**src/rtl/input_debounce.sv**
```systemverilog
// input_debounce: SYNC_STAGES-flop synchronizer feeding a 4-state stability FSM; Out_clean follows a clean step after
// SYNC_STAGES+STABLE_CYCLES edges, no backpressure. Rise/Fall pulses exist only when INPUT_DEBOUNCE_EDGE_EN is defined.
module input_debounce #(
  parameter int SYNC_STAGES   = 2,
  parameter int STABLE_CYCLES = 4,
  parameter int CNT_W         = 8
) (
  input  logic CLK,
  input  logic RST,
  input  logic In_raw,
  output logic Out_clean,
  output logic Rise,
  output logic Fall
);

  typedef enum logic [1:0] {
    LOW_STABLE  = 2'd0,
    WAIT_HIGH   = 2'd1,
    HIGH_STABLE = 2'd2,
    WAIT_LOW    = 2'd3
  } state_t;

  localparam logic [CNT_W-1:0] LP_LAST = CNT_W'(STABLE_CYCLES - 1);
  localparam bit               LP_ONE  = (STABLE_CYCLES == 1);

  logic [SYNC_STAGES-1:0] r_sync;
  logic                   w_s;
  state_t                 r_state;
  logic [CNT_W-1:0]       r_cnt;
  logic                   r_out;

  always_ff @(posedge CLK or negedge RST) begin
    if (!RST) begin
      r_sync <= '0;
    end else begin
      r_sync <= {r_sync[SYNC_STAGES-2:0], In_raw};
    end
  end

  assign w_s = r_sync[SYNC_STAGES-1];

`ifdef INPUT_DEBOUNCE_EDGE_EN
  logic r_rise;
  logic r_fall;
`endif

  // A mismatching s always either advances the count or commits; a matching s drops back to the stable state.
  always_ff @(posedge CLK or negedge RST) begin
    if (!RST) begin
      r_state <= LOW_STABLE;
      r_cnt   <= '0;
      r_out   <= 1'b0;
`ifdef INPUT_DEBOUNCE_EDGE_EN
      r_rise  <= 1'b0;
      r_fall  <= 1'b0;
`endif
    end else begin
`ifdef INPUT_DEBOUNCE_EDGE_EN
      r_rise <= 1'b0;
      r_fall <= 1'b0;
`endif
      case (r_state)
        LOW_STABLE: begin
          if (w_s) begin
            if (LP_ONE) begin
              r_state <= HIGH_STABLE;
              r_cnt   <= '0;
              r_out   <= 1'b1;
`ifdef INPUT_DEBOUNCE_EDGE_EN
              r_rise  <= 1'b1;
`endif
            end else begin
              r_state <= WAIT_HIGH;
              r_cnt   <= CNT_W'(1);
            end
          end
        end
        WAIT_HIGH: begin
          if (!w_s) begin
            r_state <= LOW_STABLE;
            r_cnt   <= '0;
          end else if (r_cnt == LP_LAST) begin
            r_state <= HIGH_STABLE;
            r_cnt   <= '0;
            r_out   <= 1'b1;
`ifdef INPUT_DEBOUNCE_EDGE_EN
            r_rise  <= 1'b1;
`endif
          end else begin
            r_cnt <= r_cnt + CNT_W'(1);
          end
        end
        HIGH_STABLE: begin
          if (!w_s) begin
            if (LP_ONE) begin
              r_state <= LOW_STABLE;
              r_cnt   <= '0;
              r_out   <= 1'b0;
`ifdef INPUT_DEBOUNCE_EDGE_EN
              r_fall  <= 1'b1;
`endif
            end else begin
              r_state <= WAIT_LOW;
              r_cnt   <= CNT_W'(1);
            end
          end
        end
        WAIT_LOW: begin
          if (w_s) begin
            r_state <= HIGH_STABLE;
            r_cnt   <= '0;
          end else if (r_cnt == LP_LAST) begin
            r_state <= LOW_STABLE;
            r_cnt   <= '0;
            r_out   <= 1'b0;
`ifdef INPUT_DEBOUNCE_EDGE_EN
            r_fall  <= 1'b1;
`endif
          end else begin
            r_cnt <= r_cnt + CNT_W'(1);
          end
        end
        default: begin
          r_state <= LOW_STABLE;
          r_cnt   <= '0;
          r_out   <= 1'b0;
        end
      endcase
    end
  end

  assign Out_clean = r_out;

`ifdef INPUT_DEBOUNCE_EDGE_EN
  assign Rise = r_rise;
  assign Fall = r_fall;
`else
  assign Rise = 1'b0;
  assign Fall = 1'b0;
`endif

endmodule
```
**config.mk**
```make
export PLATFORM = sky130hd
export DESIGN_NAME = input_debounce
export DESIGN_NICKNAME = d
export VERILOG_FILES = /design/src/rtl/input_debounce.sv
export SDC_FILE = /design/constraint.sdc
export NUM_CORES = 1
export LEC_CHECK = 0
export BUFFER_PORTS_ARGS = -buffer_cell sky130_fd_sc_hd__buf_2
export CORE_AREA = 5 5 42 44
export CTS_BUF_LIST = sky130_fd_sc_hd__clkbuf_4 sky130_fd_sc_hd__clkbuf_8
export DETAILED_ROUTE_END_ITERATION = 8
export DIE_AREA = 0 0 47 49
export PLACE_DENSITY = 0.68
export SLEW_MARGIN = 5
export SYNTH_ARGS = -nofsm -noshare
export SYNTH_HDL_FRONTEND = slang
export SYNTH_SLANG_ARGS = --single-unit
export TNS_END_PERCENT = 50
```
**constraint.sdc**
```tcl
create_clock -name CLK -period 1.99 [get_ports CLK]
set_input_delay 0.2985 -clock CLK [delete_from_list [all_inputs] [get_ports CLK]]
set_output_delay 0.2985 -clock CLK [all_outputs]
set_load 0.02 [all_outputs]
```
# Word-level counts from Yosys, hierarchy flattened
# Cells that the tools add are included.
dict set report op_classes {
  n_eq_ne 12
  reduce_logical 5
  n_mux 18
  add_sub_neg 1
}
# op n
set ops {}
lappend ops {{$mux 8} 5}
lappend ops {{$pmux 8 s4} 1}
lappend ops {{$mux 2} 6}
lappend ops {{$ne 2x2->1 const B} 6}
lappend ops {{$add 8x1->8 const B} 1}
lappend ops {{$eq 8x2->1 const B} 1}
lappend ops {{$pmux 2 s4} 1}
lappend ops {{$ne 3x3->1 const B} 2}
lappend ops {{$reduce_and 5->1} 1}
lappend ops {{$eq 2x2->1 const B} 2}
lappend ops {{$mux 1} 4}
lappend ops {{$reduce_and 4->1} 1}
lappend ops {{$eq 2x1->1 const B} 1}
lappend ops {{$logic_not 2->1} 1}
lappend ops {{$pmux 1 s2} 1}
lappend ops {{$reduce_and 2->1} 1}
lappend ops {{$reduce_bool 2->1} 1}
dict set report word_totals {
  register_bits 13
  inputBits 3
  word_cells 40
}

# Logic depth before layout (Yosys ltp)
dict set report logic_depth {
  word_depth 4
  depth_mapped 5
  mapped_depth_nobuf 5
}

# Worst setup path after synthesis
# OpenSTA, ideal clock, no wires.
dict set report synth_timing {
  path_kind {reg-to-reg}
  startpoint {reg r_cnt[0]}
  endpoint {reg r_cnt[6]}
  period_less_slack_ns 1.722
  required_time_ns 1.866
  path_buffers 0
  stages_incl_launch_ff 6
  arrival_time_ns 1.598
  setup_slack_ns 0.268
  cell_sequence {dfrtp_1 -> ha_1 -> or2b_2 -> nor4_4 -> nor4_1 -> a211o_1}
}
dict set report synth_between {
  elab_chain_cells 4
}
# item line
set synth_rtl {}
lappend synth_rtl {{start: declaration} 29} ;# logic [CNT_W-1:0] r_cnt;
lappend synth_rtl {{start signal: assignment} 90} ;# r_cnt <= r_cnt + CNT_W'(1);
lappend synth_rtl {{start signal: assignment} 120} ;# r_cnt <= r_cnt + CNT_W'(1);
lappend synth_rtl {{$add 8x1->8 / $eq 8x2->1 (equally long branches)} n/a}
lappend synth_rtl {{$mux 8 (*)} {82, 112}}
lappend synth_rtl {{$mux 8 (on tied branches)} {109, 79}}
lappend synth_rtl {{$pmux 8 s4 (*)} 62} ;# case (r_state)
# Every way passes the cells marked *; elsewhere a longest branch is shown, timed or not.
# A chain may end at the register's enable or synchronous reset.

# Worst setup path after layout
# Ends and elaborated chain as after synthesis.

==> results.json <==
{
  "end_kind": "flop",
  "utilization_pct": 54.6,
  "drc": 0,
  "syn_inst": 66,
  "routed_wl_mm": 1.26,
  "first_pass_iters": 4,
  "r2r_start": "r_cnt[0]$_DFFE_PN0P_",
  "crit_arrival_ns": 2.05,
  "rsz0062_at_grt": "no",
  "startpoint_type": "flop",
  "cts_sinks": 13,
  "dieWidth_um": 47,
  "yosysTopAreaCell": "dfrtp_1",
  "syn-cell-area_um2": 706,
  "powerDensity_mw_per_mm2": 1050,
  "layout_common_cells": "dfrtp_1 (13), nor2_1 (4), inv_1 (4), clkbuf_4 (4)",
  "critPathMaxFanout": 8,
  "cp.buffers_inverters": 0,
  "grt_pass1_vias": 522,
  "clock_path_buffers": 2,
  "crit_path_end": "r_cnt[6]$_DFFE_PN0P_",
  "dp_hpwl_um": 923,
  "multi_input_area_um2": 343,
  "cts_tree": "yes",
  "path_clk_slew_ns": 0.08,
  "post_cts_buffers": 0,
  "drive_gt1_share_pct": 26.0,
  "clock_latency_ns": 0.28,
  "status": "finished clean",
  "finalHoldViolCount": 0,
  "crit_start": "r_cnt[0]$_DFFE_PN0P_",
  "fin_crit_ns": 1.88,
  "finalSetupTns_ns": 0,
  "p_leak_nw": 0.339,
  "cap_violations": 0,
  "clockRootBuffer": "clkbuf_4",
  "antenna_left": 0,
  "critPathKind": "flop to flop",
  "grt_pass1_wl_mm": 2.16,
  "slew_viol_final": 0,
  "synth-seq-cells": 13,
  "coreArea_mm2": 0.00140,
  "seq_area_frac_synth_pct": 46.1,
  "crit_chain": "ha_1 > or2b_2 > nor4_4 > nor4_1 > a211o_1",
  "grt.total_usage_pct": 12.8,
  "hold_slack_ns": 0.124,
  "n_fill_cell": 130,
  "grt_max_degree": 14,
  "synth_cell_types": 35,
  "slowest_delay_ns": 0.44,
  "r2r-end": "r_cnt[6]$_DFFE_PN0P_",
  "cts.htree.levels": 1,
  "syn2layout_area_growth_pct": 8.51,
  "fin_skew_ns": 0.00119,
  "cts_buffers": 3,
  "dieArea_mm2": 0.00230,
  "setup_slack_ns": 0.112,
  "power_mw": 0.806,
  "syn_area_per_cell_um2": 10.7,
  "reg2reg_setup_slack_ns": 0.11,
  "seqCellArea_um2": 325,
  "initial_core_util_pct": 50.4,
  "crit_family": "simple AND/OR/NAND/NOR gates",
  "worst_path_max_delay_cell": "nor4_4",
  "hold_buffers": 1,
  "antenna_found_initial": 0,
  "io_buffers": 3,
  "netlist.area_leader.share_pct": 46.1,
  "yosysWarnings": 0,
  "required_ns": 2.16,
  "r2r.worst_path.cells": 5,
  "routed_via_density": 5.89,
  "grt_overflow": 0,
  "dr.first_iter.drc_count": 8,
  "avgRoutedWirePerCell_um": 14.2,
  "io_pins": 6,
  "hold_path_class": "primary input to flop",
  "die_h_um": 49,
  "final_common_cell": "dfrtp_1",
  "cts_resized": 0,
  "rows": 14,
  "setup-violations-final": 0,
  "diodes": 0,
  "fin_crit_sh_pct": 94.4,
  "min_path_cells": 1,
  "fmax_mhz": 532,
  "ir_worst_vdd_mv": 0.495,
  "nets": 78,
  "gp_congestion": 0.782,
  "vias": 524,
  "pre_cts_ws_ns": 0.124,
  "worstSetupPathDepth": 5,
  "synth_area_leaders": "dfrtp_1 (46%), o21a_1 (3.2%), nor4_4 (3.0%)"
}
==> metal layers <==
layer | GRT usage [%] | share of wire [%]
met3 | 2.21 | 4.1
met1 | 16.0 | 47
met2 | 19.9 | 47
met5 | 0 | 0
met4 | 6.91 | 1.9
==> how the worst min path moves through the flow <==
stage	end	startpoint	slack, ns
finish	r_sync[0]$_DFF_PN0_	In_raw	0.12
global route	r_sync[0]$_DFF_PN0_	In_raw	0.12
CTS	r_sync[0]$_DFF_PN0_	In_raw	0.12
detailed placement	r_cnt[5]$_DFFE_PN0P_	RST	0.20
global placement	r_cnt[5]$_DFFE_PN0P_	RST	0.20
floorplan	Out_clean$_DFFE_PN0P_	RST	0.003
==> report_power, final <==
group	internal, mW	switching, mW
Clock	0.0914	0.0859
Sequential	0.312	0.0544
Combinational	0.106	0.157
==> synth_stat cells <==
cell       n
nor3b_1    2
nor2_1     4
nor4_1     3
buf_4      2
o21ai_0    2
and2_2     1
a21o_1     1
inv_1      4
mux2_2     1
nand3_1    3
nor4_4     1
o21a_1     3
dfrtp_1   13
or2_2      1
a21oi_1    1
a221o_1    1
a31oi_1    1
or3_1      1
nand2_1    2
o31ai_1    1
a211o_1    1
ha_1       1
or4_4      1
nor3_4     1
o311ai_0   2
conb_1     1
nor3_1     2
or2b_2     1
a22o_2     2
a31o_2     1
nand4_1    1
xor2_1     1
and3_2     1
and2_1     1
buf_6      1
==> flip-flops by register name (all words and copies together) (netlist names), named ones only <==
register	flops
Out_clean	1
r_state	1
r_cnt	8
r_sync	2
==> metrics by stage <==
| stage | cells | instance area, µm² |
|---|---|---|
| 4_1_cts | 89 | 766 |
| 6_report | 89 | 766 |
| 5_1_grt | 89 | 766 |
| 3_3_place_gp | 84 | 726 |
| 3_5_place_dp | 84 | 726 |
| 2_1_floorplan | 67 | 709 |
==> layout make-up <==
cell class,count,area share (%)
clock buffer,4,3.92
inverter,4,1.96
tap,16,2.61
sequential,13,42.5
timing repair buffer,5,4.25
multi-input combinational,47,44.8
==> kinds of logic after synthesis <==
kind of cell | share of synthesized area [%]
AOI/OAI and AO/OA | 17.6
buffers and inverters | 5.85
xor gates and xnor gates | 1.24
muxes | 1.60
adders and majority gates | 1.77
and+or+nand+nor | 25.4
other | 0.531
DFF | 46.1
No activity file was read; power rests on OpenSTA's default activity.
